<file path="src/rtl/song_seq_pkg.sv">
// Shared types for the song sequencer: FSM state encoding, ROM entry field slices, end marker.
// Latency: none (declarations only).
// Backpressure: none (declarations only).
`define SONG_SEQ_NOTE(data, nw, dw) data[(nw)+(dw)-1:(dw)]
`define SONG_SEQ_DUR(data, dw) data[(dw)-1:0]

package song_seq_pkg;

    typedef enum logic [2:0] {
        ST_IDLE  = 3'd0,
        ST_FETCH = 3'd1,
        ST_WAIT  = 3'd2,
        ST_PLAY  = 3'd3,
        ST_END   = 3'd4
    } state_t;

    localparam int END_MARKER = 0;

endpackage

</file>
<file path="src/rtl/beat_countdown.sv">
// Loadable beat down-counter holding the beats left in the current note.
// Latency: load/decrement visible the cycle after; last is combinational on the enabling beat.
// Backpressure: en (beat & play) gates counting; the count saturates at zero.
module beat_countdown
    import song_seq_pkg::*;
#(
    parameter int DUR_W = 6
) (
    input  logic             clk,
    input  logic             reset,
    input  logic             load,
    input  logic [DUR_W-1:0] load_val,
    input  logic             en,
    output logic [DUR_W-1:0] count,
    output logic             last
);

    logic [DUR_W-1:0] count_q;
    logic [DUR_W-1:0] count_d;

    always_comb begin
        count_d = count_q;
        if (load) begin
            count_d = load_val;
        end else if (en && (count_q != '0)) begin
            count_d = count_q - 1'b1;
        end
    end

    always_ff @(posedge clk or posedge reset) begin
        if (reset) begin
            count_q <= '0;
        end else begin
            count_q <= count_d;
        end
    end

    assign count = count_q;
    assign last  = en && (count_q == DUR_W'(1));

endmodule

</file>
<file path="src/rtl/song_sequencer.sv">
// Steps through one song in the external ROM and times each note in beats; SONG_LOOP_EN restarts the song while play stays high.
// Latency: new_note 2 cycles after FETCH is entered, 3 cycles after the previous note's last beat.
// Backpressure: play=0 freezes the beat count in PLAY; a fetch already under way still completes.
module song_sequencer
    import song_seq_pkg::*;
#(
    parameter int SONG_W = 2,
    parameter int ADDR_W = 5,
    parameter int NOTE_W = 6,
    parameter int DUR_W  = 6
) (
    input  logic                     clk,
    input  logic                     reset,
    input  logic                     play,
    input  logic [SONG_W-1:0]        song_sel,
    input  logic                     beat,
    output logic [SONG_W+ADDR_W-1:0] rom_addr,
    input  logic [NOTE_W+DUR_W-1:0]  rom_data,
    output logic [NOTE_W-1:0]        note_out,
    output logic                     new_note,
    output logic                     playing,
    output logic                     song_done
);

    state_t                   state_q, state_d;
    logic [SONG_W-1:0]        song_q, song_d;
    logic [ADDR_W-1:0]        note_idx_q, note_idx_d;
    logic [SONG_W+ADDR_W-1:0] rom_addr_q, rom_addr_d;
    logic [NOTE_W-1:0]        note_out_q, note_out_d;
    logic                     new_note_q, new_note_d;
    logic                     playing_q, playing_d;
    logic                     song_done_q, song_done_d;

    logic [NOTE_W-1:0] rom_note;
    logic [DUR_W-1:0]  rom_dur;
    logic              is_marker;
    logic              cnt_load;
    logic              cnt_en;
    logic              cnt_last;
    logic [DUR_W-1:0]  beats_left;

    assign rom_note  = `SONG_SEQ_NOTE(rom_data, NOTE_W, DUR_W);
    assign rom_dur   = `SONG_SEQ_DUR(rom_data, DUR_W);
    assign is_marker = (rom_dur == DUR_W'(END_MARKER));
    assign cnt_load  = (state_q == ST_WAIT) && !is_marker;
    // Beats outside PLAY or while paused are dropped, never queued.
    assign cnt_en    = beat && play && (state_q == ST_PLAY);

    beat_countdown #(.DUR_W(DUR_W)) u_countdown (
        .clk      (clk),
        .reset    (reset),
        .load     (cnt_load),
        .load_val (rom_dur),
        .en       (cnt_en),
        .count    (beats_left),
        .last     (cnt_last)
    );

    always_comb begin
        state_d     = state_q;
        song_d      = song_q;
        note_idx_d  = note_idx_q;
        note_out_d  = note_out_q;
        new_note_d  = 1'b0;
        song_done_d = 1'b0;
        case (state_q)
            ST_IDLE: begin
                if (play) begin
                    song_d  = song_sel;
                    state_d = ST_FETCH;
                end
            end
            ST_FETCH: state_d = ST_WAIT;
            ST_WAIT: begin
                if (is_marker) begin
                    state_d = ST_END;
                end else begin
                    note_out_d = rom_note;
                    new_note_d = 1'b1;
                    state_d    = ST_PLAY;
                end
            end
            ST_PLAY: begin
                if (cnt_last) begin
                    if (note_idx_q == '1) begin
                        state_d = ST_END;
                    end else begin
                        note_idx_d = note_idx_q + 1'b1;
                        state_d    = ST_FETCH;
                    end
                end
            end
            ST_END: begin
                song_done_d = 1'b1;
                note_out_d  = '0;
                note_idx_d  = '0;
`ifdef SONG_LOOP_EN
                state_d     = play ? ST_FETCH : ST_IDLE;
`else
                state_d     = ST_IDLE;
`endif
            end
            default: state_d = ST_IDLE;
        endcase
        // Address register tracks the next song/index so it is already valid during FETCH.
        rom_addr_d = {song_d, note_idx_d};
        playing_d  = (state_d == ST_PLAY);
    end

    always_ff @(posedge clk or posedge reset) begin
        if (reset) begin
            state_q     <= ST_IDLE;
            song_q      <= '0;
            note_idx_q  <= '0;
            rom_addr_q  <= '0;
            note_out_q  <= '0;
            new_note_q  <= 1'b0;
            playing_q   <= 1'b0;
            song_done_q <= 1'b0;
        end else begin
            state_q     <= state_d;
            song_q      <= song_d;
            note_idx_q  <= note_idx_d;
            rom_addr_q  <= rom_addr_d;
            note_out_q  <= note_out_d;
            new_note_q  <= new_note_d;
            playing_q   <= playing_d;
            song_done_q <= song_done_d;
        end
    end

    assign rom_addr  = rom_addr_q;
    assign note_out  = note_out_q;
    assign new_note  = new_note_q;
    assign playing   = playing_q;
    assign song_done = song_done_q;

endmodule

</file>
<file path="config.mk">
export PLATFORM = sky130hd
export DESIGN_NAME = song_sequencer
export DESIGN_NICKNAME = d
export VERILOG_FILES = /design/src/rtl/song_seq_pkg.sv /design/src/rtl/beat_countdown.sv /design/src/rtl/song_sequencer.sv
export SDC_FILE = /design/constraint.sdc
export NUM_CORES = 1
export LEC_CHECK = 0
export BUFFER_PORTS_ARGS = -buffer_cell sky130_fd_sc_hd__clkbuf_2
export CAP_MARGIN = 20
export CORE_ASPECT_RATIO = 1.5
export CORE_UTILIZATION = 46
export DETAILED_ROUTE_END_ITERATION = 7
export PLACE_DENSITY_LB_ADDON = 0.08
export SKIP_CTS_REPAIR_TIMING = 1
export SLEW_MARGIN = 20
export SYNTH_ARGS = -nofsm -noshare
export SYNTH_HDL_FRONTEND = slang
export SYNTH_SLANG_ARGS = --single-unit
</file>
<file path="constraint.sdc">
create_clock -name clk -period 1.77 [get_ports clk]
set_clock_uncertainty 0.15 [all_clocks]
set_input_delay 0.354 -clock clk [delete_from_list [all_inputs] [get_ports clk]]
set_output_delay 0.354 -clock clk [all_outputs]
set_load 0.03 [all_outputs]
</file>
# Word level (Yosys, flattened, before mapping)
# Index checks and enable logic that the tools add are counted.
[op_classes] add_sub_neg=2 n_eq_ne=8 muxes=17 reduce_logical=12
[ops] operator="2-to-1 mux 6 bit" n=3
[ops] operator="2-to-1 mux 3 bit" n=4
[ops] operator="case mux 3 bit (4 select lines)" n=1
[ops] operator="case mux 6 bit (2 select lines)" n=1
[ops] operator="2-to-1 mux 5 bit" n=2
[ops] operator="case mux 5 bit (2 select lines)" n=1
[ops] operator="equality test 3 x 2 -> 1 bit (second input constant)" n=3
[ops] operator="equality test 6 x 1 -> 1 bit (second input constant)" n=1
[ops] operator="logical NOT 6 bit" n=1
[ops] operator="nonzero test 6 bit" n=1
[ops] operator="subtractor 6 x 1 -> 6 bit (second input constant)" n=1
[ops] operator="adder 5 x 1 -> 5 bit (second input constant)" n=1
[ops] operator="equality test 5 bit (second input constant)" n=1
[ops] operator="logical AND 1 bit" n=5
[ops] operator="2-to-1 mux 2 bit" n=2
[ops] operator="nonzero test 2 bit" n=2
[ops] operator="equality test 3 x 1 -> 1 bit (second input constant)" n=1
[ops] operator="equality test 3 bit (second input constant)" n=1
[ops] operator="logical NOT 3 bit" n=1
[ops] operator="2-to-1 mux 1 bit" n=3
[ops] operator="inequality test 2 bit (second input constant)" n=1
[ops] operator="AND reduction 2 bit" n=1
[ops] operator="logical NOT 1 bit" n=1
[totals] regBits=32 wordCells=48

# Logic depth before layout (Yosys ltp)
# Gate-level depths: netlist of run 1.
[depth] depth_word=6 mapped_depth=6 mapped_depth_nobuf=6

# Hierarchy
# A second synthesis of run 1 with hierarchy kept.
[unflattened] hier_cells=134 hier_area_um2=1352.5
[by_module_without_submodules] mod="song_sequencer" instances=1 cells_per_inst=85 area_per_inst_um2=922.1
[by_module_without_submodules] mod="beat_countdown" instances=1 cells_per_inst=49 area_per_inst_um2=430.4

# Least setup slack after synthesis of run 1
# OpenSTA, ideal clock, no wires.
[synth_timing] kind="register to register" from="register, netlist name rom_addr[0]" to="register state_q[0]" setup_ps=132 arrival_ps=1449 t_required_ps=1488 path_slack_ps=39 path_stages_with_launch=5 cell_sequence="dfrtp_1 > ha_1 > nand4_1 > nand2_1 > or3b_1"
[synth_rtl] element="end signal: assignment" line_no="song_sequencer.sv:121" source="state_q <= state_d;"
[synth_rtl] element="end: declaration" line_no="song_sequencer.sv:25" source="state_t state_q, state_d;"

# Worst setup path in the final report of run 1
[layout_timing] from="register state_q[0]" to="register u_countdown.count_q[4], in the netlist u_countdown.count[4]"
[layout_via] elab_cells_between_ends=7 classes_between="eq/ne: 2; mux: 1; reduce/logical: 4"
[layout_rtl] element="equality test 3 x 2 -> 1 bit (*)" line_no="song_sequencer.sv:45" source="assign cnt_load = (state_q == ST_WAIT) && !is_marker;"
[layout_rtl] element="logical AND 1 bit (*)" line_no="song_sequencer.sv:45"
[layout_rtl] element="net cnt_load" line_no="song_sequencer.sv:37" source="logic cnt_load;"
[layout_rtl] element="2-to-1 mux 6 bit or nonzero test 2 bit (tied branches)"
[layout_rtl] element="end signal: assignment" line_no="beat_countdown.sv:34" source="count_q <= count_d;"
[layout_rtl] element="end: declaration" line_no="beat_countdown.sv:18" source="logic [DUR_W-1:0] count_q;"
# Mark *: on every way through the listed nets, which the timed path passes. The rest lies on a longest branch.
# A chain may end at the register's enable or synchronous reset.

==> summary.log, run 1 <==
INFO  status         run_status=complete, but fails checks
INFO  status         failed_checks=design-rule violations, negative setup slack
INFO  cts            cts_sink_cnt=25
INFO  worst_setup_path worstPathRequired=1.85ns
INFO  final_layout   drive_above_1_share=37.4%
INFO  synth          mappedNetlistNets=147
INFO  floorplanning  dieArea=2890um2
INFO  worst_setup_path path_class=reg -> reg
INFO  sta            hold_ws=0.0541ns
INFO  global_routing grt_antenna_before_repair=0
INFO  global_routing grt_max_degree=26
INFO  final_layout   layout_commonest_cell=sky130_fd_sc_hd__clkbuf_2
INFO  synth          synthFlopType=sky130_fd_sc_hd__dfrtp_1
INFO  sta            grt_setup_unrepaired=true
INFO  sta            report.final.slew_viol_count=0
INFO  worst_hold_path timing.hold.worst_endpoint=note_out[3]$_DFFE_PP0P_
INFO  sta            period_needed=1.79ns
INFO  flow_run       drv.max_cap_violation_count=0
INFO  global_routing track_usage=22.8%
INFO  drt            postRouteAntennaNets=0
INFO  synth          synth_cell_types=34
INFO  worst_setup_path start_kind=register
INFO  global_routing grt_remaining_overflow=0
INFO  worst_hold_path worstHoldStart=rom_data[9]
INFO  worst_hold_path hold_path.class=in -> reg
INFO  worst_setup_path arrival_time_of_the_worst_setup_path=1.87ns
INFO  placed_design  io_buffers=33
INFO  sta            tightest_slew=0.448ns
INFO  drt            detailedRoute.firstPassIterationCount=6
INFO  floorplanning  initial_utilization=49.2%
INFO  cts            clock_insertion_delay_worst_skew=0.32ns
INFO  cts            cts_max_path_buffers=2
INFO  sta            finalWorstSetupSlack=-0.0213ns
INFO  placed_design  detailedPlace.worstSlack=-0.0546ns
INFO  final_layout   antennaDiodeCount=0
INFO  synth          cell_area_after_technology_mapping=1230um2
INFO  sta            setup_violations=2
INFO  synth          ys_seq_area_share=50.8%
INFO  sta            report.final.hold_viol_count=0
INFO  final_layout   num-nets-final=205
INFO  synth          mean_area_per_synthesized_cell=9.86um2
INFO  cts            clock_tree.root_cell=sky130_fd_sc_hd__clkbuf_4
INFO  floorplanning  placement_rows=22
INFO  cts            clk_pin_slew=0.15ns
INFO  synth          ys_ff_latch=25
INFO  drt            drt-initial-drc-count=38
INFO  cts            cts_tree=done
INFO  drt            vias=1170
INFO  synth          synth_edf_count=0
INFO  floorplanning  ioPinCount=34
INFO  sta            min_period_over_period=101%
INFO  sta            max_freq=0.558GHz
INFO  power          p_leak=0.846nW
INFO  sta            slew_headroom=70.1%
INFO  drt            wirelength=2990um
INFO  worst_setup_path worst_r2r_startpoint=state_q[0]$_DFF_PP0_
INFO  synth          yosysWarnings=0
INFO  cts            clock_buffers_created_by_tritoncts=3
INFO  final_layout   mostFrequentLayoutCells=33 x sky130_fd_sc_hd__clkbuf_2, 26 x sky130_fd_sc_hd__nand2_1, 25 x sky130_fd_sc_hd__dfrtp_1, 19 x sky130_fd_sc_hd__buf_4, 10 x sky130_fd_sc_hd__nand3_1
INFO  drt            remaining_drc_errors=1
INFO  floorplanning  die_h=65.4um
INFO  worst_setup_path r2r_slack=-0.02ns
INFO  final_layout   areaGrowthSynthToFinish=35.9%
INFO  global_routing first_global_vias=1176
INFO  worst_setup_path cp_max_fo=4
INFO  power          vdd_ir_drop_max=929uV
INFO  global_routing grt_first_pass_wirelength=4930um
INFO  cts            maximum_level_of_the_cts_h_tree=1
INFO  synth          postSynthCellCount=125
INFO  worst_setup_path reg2reg_path_depth=6
INFO  worst_setup_path cp-end-kind=register
INFO  drt            vias_per_instance=5.37
INFO  worst_setup_path worstReg2RegEnd=u_countdown.count[4]$_DFFE_PP0P_
INFO  synth          asyncSetResetFlopFracSynth=100%
INFO  floorplanning  chipWidth=44.3um
INFO  worst_hold_path cell_depth_of_the_worst_min_delay_path=3
INFO  placed_design  hpwl=2250um
INFO  drt            routed_wire_per_std_cell=13.7um
INFO  placed_design  final_estimated_routing_congestion_in_global_placement=0.865
INFO  placed_design  dp_cells=212
INFO  floorplanning  core_region_area=2500um2
INFO  power          power.density_cell_area=1710nW/um2
INFO  final_layout   finalNonFillerCells=218
## state kept, by name (all words and copies together) (netlist names)
signal / count
new_note: 1
note_out: 6
playing: 1
rom_addr: 7
song_done: 1
state_q: 3
u_countdown.count: 6
## worst max path at each step
stage	start	to	slack (ns)	depth (start not counted)
6_report	state_q[0]$_DFF_PP0_	u_countdown.count[4]$_DFFE_PP0P_	-0.02	6
5_1_grt	u_countdown.count[2]$_DFFE_PP0P_	state_q[0]$_DFF_PP0_	-0.09	4
4_1_cts	state_q[0]$_DFF_PP0_	u_countdown.count[4]$_DFFE_PP0P_	-0.06	6
3_5_place_dp	rom_data[5]	u_countdown.count[0]$_DFFE_PP0P_	-0.05	8
3_3_place_gp	rom_data[5]	u_countdown.count[2]$_DFFE_PP0P_	-0.02	8
2_1_floorplan	rom_addr[0]$_DFFE_PP0P_	state_q[0]$_DFF_PP0_	0.04	4
## metrics by stage
| step | cell area (um2) | power [mW] | utilization (%) | TNS, ns |
|---|---|---|---|---|
| finish | 1680 | 2.86 | 66.9 | -0.0357 |
| global placement | 1590 | 2.48 | 63.6 | -0.0748 |
| global route | 1680 | 3.09 | 66.9 | -0.189 |
| CTS | 1620 | 2.82 | 64.8 | -0.0843 |
| detailed placement | 1590 | 2.54 | 63.6 | -0.341 |
| floorplan | 1230 | 1.92 | - | 0 |
## critical path, cell delays in order, from the launching register on
cell and delay, ns:
sky130_fd_sc_hd__dfrtp_1 0.40, sky130_fd_sc_hd__or3b_4 0.40, sky130_fd_sc_hd__a21o_1 0.19, sky130_fd_sc_hd__buf_4 0.15, sky130_fd_sc_hd__clkinv_4 0.06, sky130_fd_sc_hd__nor2_1 0.05
sky130_fd_sc_hd__a221o_1 0.30
## cells by family after synthesis
| family | count (synthesis) | synth area share [%] |
|---|---|---|
| buf+inv | 10 | 3.55 |
| compound gates | 19 | 10.3 |
| mux | 6 | 5.08 |
| fa+ha+maj | 4 | 4.06 |
| simple gates | 61 | 26.3 |
| flops | 25 | 50.8 |
## power breakdown
group | switching (mW) | internal [mW]
logic | 0.941 | 0.674
registers | 0.172 | 0.807
clock network | 0.182 | 0.0864
## metal layers
metal	routed length (um)	global-route usage, %	up-vias	part of all wire (%)
met1	1170	27.1	573	39
met5	0	0	-	0
li1	-	-	559	-
met3	77	2.75	4	2.6
met2	1700	39.9	34	57
met4	40	10.2	0	1.3
## Yosys cell counts (2+ instances only)
library cell	instances	area share (%)
sky130_fd_sc_hd__o21ai_1	2	0.81
sky130_fd_sc_hd__a21oi_1	6	2.4
sky130_fd_sc_hd__inv_1	8	2.4
sky130_fd_sc_hd__nor3_1	5	2.0
sky130_fd_sc_hd__nor2_1	4	1.2
sky130_fd_sc_hd__nand3_1	10	4.1
sky130_fd_sc_hd__mux2i_1	4	3.2
sky130_fd_sc_hd__nand3b_1	2	1.2
sky130_fd_sc_hd__dfrtp_1	25	51
sky130_fd_sc_hd__ha_1	4	4.1
sky130_fd_sc_hd__nand4_1	3	1.5
sky130_fd_sc_hd__or3b_1	2	1.4
sky130_fd_sc_hd__o22ai_1	3	1.5
sky130_fd_sc_hd__nand2_1	26	7.9
sky130_fd_sc_hd__mux2_2	2	1.8
## area by class of cell
| type | count | area [um2] |
|---|---|---|
| Fill cell | 226 | 830 |
| Inverter | 9 | 38.8 |
| Clock inverter | 1 | 7.51 |
| Tap cell | 36 | 45.0 |
| Timing Repair Buffer | 54 | 338 |
| Sequential cell | 25 | 626 |
| Clock buffer | 3 | 22.5 |
| Multi-Input combinational cell | 90 | 598 |
Power figures use the tool's default switching activity.
==> inputs of run 2 (changes only) <==
- RECOVER_POWER: default -> 25
==> run 2 against run 1 <==
The run still ends with design-rule violations, negative setup slack left; routed wire length is 0.64% higher; core utilization is 0.10 points lower; maximum frequency is 0.22% lower; die area stayed put; clock power hardly changed; count of clock-buffer cells in the layout stayed put; final cell count stayed put; first-iteration DRC count is 26% lower; total power hardly changed; sequential cell count stayed put; global-route usage stayed put; combinational power hardly changed; highest routed layer unchanged.
==> summary.log, run 2 (synthesis gave the netlist of run 1 again) <==
INFO  worst_setup_path r2r_slack=-0.03ns [about the same]
INFO  cts            maximum_level_of_the_cts_h_tree=1 [unchanged]
INFO  sta            tightest_slew=0.627ns [+0.179 ns]
INFO  floorplanning  die_h=65.4um [unchanged]
INFO  sta            grt_setup_unrepaired=true
INFO  drt            remaining_drc_errors=1 [unchanged]
INFO  worst_setup_path reg2reg_path_depth=6 [unchanged]
INFO  placed_design  final_estimated_routing_congestion_in_global_placement=0.865 [unchanged]
INFO  final_layout   layout.filler_cells=227 [+0.44%]
INFO  cts            clock_buffers_created_by_tritoncts=3 [unchanged]
INFO  global_routing global_route.peak_usage_layer=met2
INFO  worst_hold_path worstHoldStart=rom_data[9]
INFO  drt            postRouteAntennaNets=0 [unchanged]
INFO  sta            finalWorstSetupSlack=-0.0251ns [-0.00387 ns]
INFO  worst_setup_path critPathBufInv=2 [unchanged]
INFO  final_layout   antennaDiodeCount=0 [unchanged]
INFO  floorplanning  placement_rows=22 [unchanged]
INFO  sta            report.final.hold_viol_count=0 [unchanged]
INFO  worst_hold_path hold_path.class=in -> reg
INFO  worst_setup_path cp_max_stage_cell=sky130_fd_sc_hd__dfrtp_1
INFO  power          power.density_cell_area=1710nW/um2 [+0.11%]
INFO  drt            vias=1173 [+0.26%]
INFO  sta            setup_violations=2 [unchanged]
INFO  global_routing grt_max_degree=26 [unchanged]
INFO  flow_run       drv.max_cap_violation_count=0 [unchanged]
INFO  global_routing gr-usage-met1=27.1% [unchanged]
INFO  final_layout   layout_commonest_cell=sky130_fd_sc_hd__clkbuf_2
INFO  global_routing global_route.usage.met3=2.75% [unchanged]
INFO  worst_setup_path critical-path-top-delay-family=compound AO/OA/AOI/OAI gates
INFO  worst_setup_path start_kind=register
INFO  floorplanning  core_region_area=2500um2 [unchanged]
INFO  worst_setup_path worst_r2r_startpoint=state_q[0]$_DFF_PP0_
INFO  worst_setup_path cp_max_fo=4 [unchanged]
INFO  worst_setup_path arrival_time_of_the_worst_setup_path=1.87ns [about the same]
INFO  floorplanning  ioPinCount=34 [unchanged]
INFO  sta            max_freq=0.557GHz [-0.22%]
INFO  drt            vias_per_instance=5.38 [+0.26%]
INFO  global_routing grt_antenna_before_repair=0 [unchanged]
INFO  worst_setup_path cp-end-kind=register
INFO  global_routing gr-usage-met2=39.9% [unchanged]
INFO  worst_setup_path worstPathRequired=1.85ns [about the same]
INFO  sta            report.final.slew_viol_count=0 [unchanged]
INFO  worst_hold_path timing.hold.worst_endpoint=note_out[3]$_DFFE_PP0P_
INFO  worst_setup_path crit_chain=or3b_4, a21o_1, buf_4, clkinv_4, nor2_1, a221o_1
INFO  cts            cts_max_path_buffers=2 [unchanged]
INFO  worst_setup_path path_class=reg -> reg
INFO  status         run_status=complete, but fails checks
INFO  final_layout   mostFrequentLayoutCells=34 x sky130_fd_sc_hd__clkbuf_2, 26 x sky130_fd_sc_hd__nand2_1, 25 x sky130_fd_sc_hd__dfrtp_1, 18 x sky130_fd_sc_hd__buf_4, 10 x sky130_fd_sc_hd__nand3_1
INFO  cts            clock_insertion_delay_worst_skew=0.32ns [about the same]
INFO  global_routing track_usage=22.8% [unchanged]
INFO  drt            detailedRoute.firstPassIterationCount=7 [+1]
INFO  worst_setup_path critical_path.max_stage_delay=0.40ns [about the same]
INFO  cts            cts_tree=done
INFO  worst_hold_path cell_depth_of_the_worst_min_delay_path=3 [unchanged]
INFO  status         failed_checks=design-rule violations, negative setup slack
INFO  power          vdd_ir_drop_max=929uV [about the same]
INFO  cts            clk_pin_slew=0.14ns [about the same]
INFO  placed_design  io_buffers=33 [unchanged]
INFO  final_layout   num-nets-final=205 [unchanged]
INFO  final_layout   finish.utilization=66.8% [-0.10 points]
INFO  drt            drt-initial-drc-count=28 [-26%]
INFO  placed_design  detailedPlace.worstSlack=-0.0546ns [unchanged]
INFO  sta            period_needed=1.80ns [+0.00387 ns]
INFO  final_layout   max_reg_flops=7 [unchanged]
INFO  sta            tns=-0.0412ns [-0.00549 ns]
INFO  floorplanning  dieArea=2890um2 [unchanged]
INFO  final_layout   areaGrowthSynthToFinish=35.7%
INFO  global_routing grt_remaining_overflow=0 [unchanged]
INFO  drt            routed_wire_per_std_cell=13.8um [+0.64%]
INFO  sta            slew_headroom=58.2% [-12 points]
INFO  power          p_leak=0.845nW [about the same]
INFO  floorplanning  chipWidth=44.3um [unchanged]
INFO  worst_setup_path worstReg2RegEnd=u_countdown.count[4]$_DFFE_PP0P_
INFO  cts            clock_tree.root_cell=sky130_fd_sc_hd__clkbuf_4
INFO  placed_design  hpwl=2250um [unchanged]
INFO  global_routing grt_first_pass_wirelength=4930um [unchanged]
INFO  final_layout   drive_above_1_share=37.4% [unchanged]
INFO  drt            wirelength=3010um [+0.64%]
INFO  cts            cts_sink_cnt=25 [unchanged]
INFO  global_routing first_global_vias=1176 [unchanged]
INFO  floorplanning  initial_utilization=49.2% [unchanged]
INFO  sta            min_period_over_period=101% [+0.22 points]
-- run 2: changes by cell type in the layout (fill, tap and decap cells not counted) --
cell                       previous run  this run
sky130_fd_sc_hd__buf_4               19        18
sky130_fd_sc_hd__clkbuf_2            33        34
-- run 2: through the flow --
step	cell area, um2	hold slack [ns]	cells	total power [mW]
final	1670	0.0583	218	2.86
after global routing	1670	0.0556	218	3.08
after CTS	1620	-0.0956	216	2.82
after detailed placement	1590	0.280	212	2.54
after global placement	1590	0.251	212	2.48
after floorplan	1230	0.231	125	1.92
-- run 2: worst max-delay path by stage --
stage	cells after the start	start	endpoint
after floorplan	4	rom_addr[0]$_DFFE_PP0P_	state_q[0]$_DFF_PP0_
after global placement	8	rom_data[5]	u_countdown.count[2]$_DFFE_PP0P_
after detailed placement	8	rom_data[5]	u_countdown.count[0]$_DFFE_PP0P_
after CTS	6	state_q[0]$_DFF_PP0_	u_countdown.count[4]$_DFFE_PP0P_
after global routing	4	u_countdown.count[2]$_DFFE_PP0P_	state_q[0]$_DFF_PP0_
final	6	state_q[0]$_DFF_PP0_	u_countdown.count[4]$_DFFE_PP0P_
-- run 2: cell type report --
type | count | area [um2] | share of cell area, %
flip-flops and latches | 25 | 626 | 37.4
multi-input cells | 90 | 598 | 35.8
repair buffers | 54 | 335 | 20.0
well taps | 36 | 45.0 | 2.69
inverters | 9 | 38.8 | 2.32
clock buffers | 3 | 22.5 | 1.35
clock inverters | 1 | 7.51 | 0.449
-- run 2: tightest hold or removal path, cell delays in order --
cell and delay, ns:
sky130_fd_sc_hd__clkbuf_2 0.07, sky130_fd_sc_hd__nand2_1 0.04, sky130_fd_sc_hd__nand2_1 0.05
-- run 2: power breakdown --
group / total (mW) / internal, mW / switching, mW
clock: 0.265 / 0.0863 / 0.179
combinational: 1.62 / 0.674 / 0.943
sequential: 0.980 / 0.807 / 0.172
-- run 2: metal layers --
layer	part of all wire, %	vias up
met2	56	36
met1	40	571
met3	2.5	6
met5	0	-
li1	-	560
met4	1.4	0
==> inputs of run 3 (changes only) <==
- BUFFER_PORTS_ARGS: -buffer_cell sky130_fd_sc_hd__clkbuf_2 -> default
- CORE_UTILIZATION: 46 -> 55
- DONT_BUFFER_PORTS: default -> 1
- SETUP_SLACK_MARGIN: default -> 0.05
==> run 3 against run 2 <==
Sequential cell count unchanged; the run ends with negative hold slack, negative setup slack left; highest routed layer unchanged; clock power increased by 2%; critical endpoint unchanged; setup slack got worse by 0.0010 ns; count of clock-buffer cells in the layout unchanged; maximum frequency about the same; total power decreased by 5.0%; core utilization increased by 7.7 points; register-to-register slack about the same.
==> summary.log, run 3 (synthesis gave the netlist of run 1 again) <==
INFO  worst_setup_path start_kind=register
INFO  cts            cts_tree=done
INFO  sta            report.final.hold_viol_count=2 [+2]
INFO  worst_hold_path hold_path.class=in -> reg
INFO  placed_design  hpwl=2140um [-4.7%]
INFO  worst_setup_path critical_path.max_stage_delay=0.40ns [about the same]
INFO  flow_run       drv.max_cap_violation_count=0 [unchanged]
INFO  sta            finalWorstSetupSlack=-0.0261ns [-0.000998 ns]
INFO  floorplanning  chipWidth=40.7um [-8.2%]
INFO  global_routing grt_antenna_before_repair=0 [unchanged]
INFO  floorplanning  initial_utilization=59.3% [+10 points]
INFO  placed_design  dp_cells=166 [-22%]
INFO  power          intPower=1.47mW [-6.3%]
INFO  power          netSwitchingFraction=46.0% [+0.75 points]
INFO  drt            routed_wire_per_std_cell=16.1um [+17%]
INFO  worst_hold_path cell_depth_of_the_worst_min_delay_path=2 [-1]
INFO  worst_setup_path cp_max_stage_cell=sky130_fd_sc_hd__a211oi_1
INFO  sta            setup_violations=1 [-1]
INFO  floorplanning  dieArea=2440um2 [-16%]
INFO  worst_setup_path arrival_time_of_the_worst_setup_path=1.89ns [+0.02 ns]
INFO  final_layout   drive_above_1_share=23.6% [-14 points]
INFO  placed_design  final_estimated_routing_congestion_in_global_placement=0.917 [+6.0%]
INFO  final_layout   finalNonFillerCells=179 [-18%]
INFO  placed_design  detailedPlace.worstSlack=-0.0280ns [+0.0266 ns]
INFO  drt            vias_per_instance=5.98 [+11%]
INFO  global_routing first_global_vias=1063 [-9.6%]
INFO  cts            clock_tree.root_cell=sky130_fd_sc_hd__clkbuf_4
INFO  final_layout   antennaDiodeCount=0 [unchanged]
INFO  sta            report.final.slew_viol_count=0 [unchanged]
INFO  drt            vias=1071 [-8.7%]
INFO  sta            tightest_slew=0.603ns [-0.0236 ns]
INFO  power          power_frac_seq=44.2% [+10 points]
INFO  drt            drt-initial-drc-count=38 [+36%]
INFO  cts            clock_buffers_created_by_tritoncts=3 [unchanged]
INFO  sta            grt_setup_unrepaired=true
INFO  floorplanning  core_region_area=2080um2 [-17%]
INFO  cts            maximum_level_of_the_cts_h_tree=1 [unchanged]
INFO  status         failed_checks=negative hold slack, negative setup slack
INFO  final_layout   layout_commonest_cell=sky130_fd_sc_hd__nand2_1
INFO  floorplanning  placement_rows=20 [-9.1%]
INFO  final_layout   max_reg_flops=7 [unchanged]
INFO  drt            detailedRoute.firstPassIterationCount=4 [-3]
INFO  worst_setup_path cp-end-kind=register
INFO  floorplanning  die_h=60.0um [-8.3%]
INFO  worst_setup_path path_class=reg -> reg
INFO  drt            wirelength=2880um [-4.2%]
INFO  power          comb_power_share=45.8% [-11 points]
INFO  worst_setup_path cp_max_fo=4 [unchanged]
INFO  status         run_status=complete, but fails checks
INFO  cts            clock_insertion_delay_worst_skew=0.34ns [+0.02 ns]
INFO  placed_design  io_buffers=0 [-100%]
INFO  power          vdd_ir_drop_max=1010uV [+9.2%]
INFO  sta            period_needed=1.80ns [+0.000998 ns]
INFO  cts            clk_pin_slew=0.15ns [about the same]
INFO  global_routing grt_max_degree=26 [unchanged]
INFO  cts            cts_max_path_buffers=2 [unchanged]
INFO  global_routing grt_first_pass_wirelength=4530um [-8.1%]
INFO  power          power_switching=1.25mW [-3.5%]
INFO  sta            hold_ws=-0.00484ns [-0.0631 ns]
INFO  sta            min_period_over_period=101% [about the same]
INFO  final_layout   layout.filler_cells=150 [-34%]
INFO  cts            cts_sink_cnt=25 [unchanged]
INFO  power          power.share.clock=9.9% [+0.6 points]
INFO  sta            slew_headroom=59.8% [+1.6 points]
INFO  worst_setup_path crit_chain=inv_1, ha_1, a211oi_1, nor2_1, a221o_1
INFO  drt            remaining_drc_errors=0 [-1]
INFO  worst_setup_path reg2reg_path_depth=5 [-1]
INFO  sta            max_freq=0.557GHz [about the same]
INFO  global_routing track_usage=27.7% [+4.9 points]
INFO  power          total_power=2.72mW [-5.0%]
INFO  worst_setup_path worstPathRequired=1.86ns [about the same]
INFO  drt            postRouteAntennaNets=0 [unchanged]
INFO  floorplanning  ioPinCount=34 [unchanged]
INFO  power          p_leak=0.736nW [-13%]
INFO  power          power.density_cell_area=1760nW/um2 [+2.6%]
INFO  final_layout   num-nets-final=180 [-12%]
INFO  global_routing grt_remaining_overflow=0 [unchanged]
INFO  final_layout   areaGrowthSynthToFinish=25.6%
INFO  final_layout   mostFrequentLayoutCells=26 x sky130_fd_sc_hd__nand2_1, 23 x sky130_fd_sc_hd__dfrtp_1, 20 x sky130_fd_sc_hd__buf_4, 10 x sky130_fd_sc_hd__nand3_1
-- run 3: cell types whose count changed in the layout (fill, tap and decap cells not counted), sizes merged --
| cell | before | now |
|---|---|---|
| dlygate4sd3 | 1 | 8 |
| buf | 19 | 20 |
| clkbuf | 37 | 4 |
-- run 3: cell type report --
type	count	area (um2)	share of cell area [%]
clock inverter	1	7.51	0.485
timing repair buffer	29	235	15.2
inverter	9	38.8	2.51
multi-input combinational	90	588	38.0
tap	22	27.5	1.78
clock buffer	3	22.5	1.46
sequential	25	628	40.6
-- run 3: worst max-delay path, delay by kind of cell, from the launching register on --
kind,cells,cell delay [ns]
AOI/OAI and AO/OA,2,0.71
DFF,1,0.39
adders and majority gates,1,0.23
and+or+nand+nor,1,0.14
buffers and inverters,1,0.09
-- run 3: stage by stage --
stage	area, um2	setup TNS [ns]	utilization, %
3_5_place_dp	1410	-0.0280	67.8
6_report	1550	-0.0261	74.5
4_1_cts	1440	-0.000610	69.2
2_1_floorplan	1230	0	-
3_3_place_gp	1410	0	67.8
5_1_grt	1550	-0.232	74.5
-- run 3: path summary, 6_finish.rpt --
| check | slack (ns) | end | start |
|---|---|---|---|
| worst min-delay path | -0.005 | u_countdown.count[1]$_DFFE_PP0P_ | rom_data[1] |
| max in group asynchronous | 0.58 | rom_addr[1]$_DFFE_PP0P_ | reset |
| worst min register to register | 0.39 | state_q[1]$_DFF_PP0_ | state_q[2]$_DFF_PP0_ |
| min in group asynchronous | 0.47 | note_out[0]$_DFFE_PP0P_ | reset |
| worst max register to register | -0.03 | u_countdown.count[4]$_DFFE_PP0P_ | u_countdown.count[1]$_DFFE_PP0P_ |
| worst max-delay path | -0.03 | u_countdown.count[4]$_DFFE_PP0P_ | u_countdown.count[1]$_DFFE_PP0P_ |
-- run 3: per-layer routing --
layer	GRT usage, %	vias up	share of wire (%)
met5	0	-	0
met4	12.9	0	2.5
met3	2.97	7	4.2
met2	49.9	37	56
met1	30.2	512	37
li1	-	515	-
-- run 3: power by group through the flow --
| stage | Clock (mW) | Combinational [mW] | Sequential [mW] |
|---|---|---|---|
| floorplan | 0 | 0.616 | 1.31 |
| global placement | 0 | 1.12 | 1.21 |
| detailed placement | 0 | 1.16 | 1.22 |
| CTS | 0.274 | 1.16 | 1.20 |
| global route | 0.290 | 1.38 | 1.24 |
| finish | 0.270 | 1.25 | 1.20 |
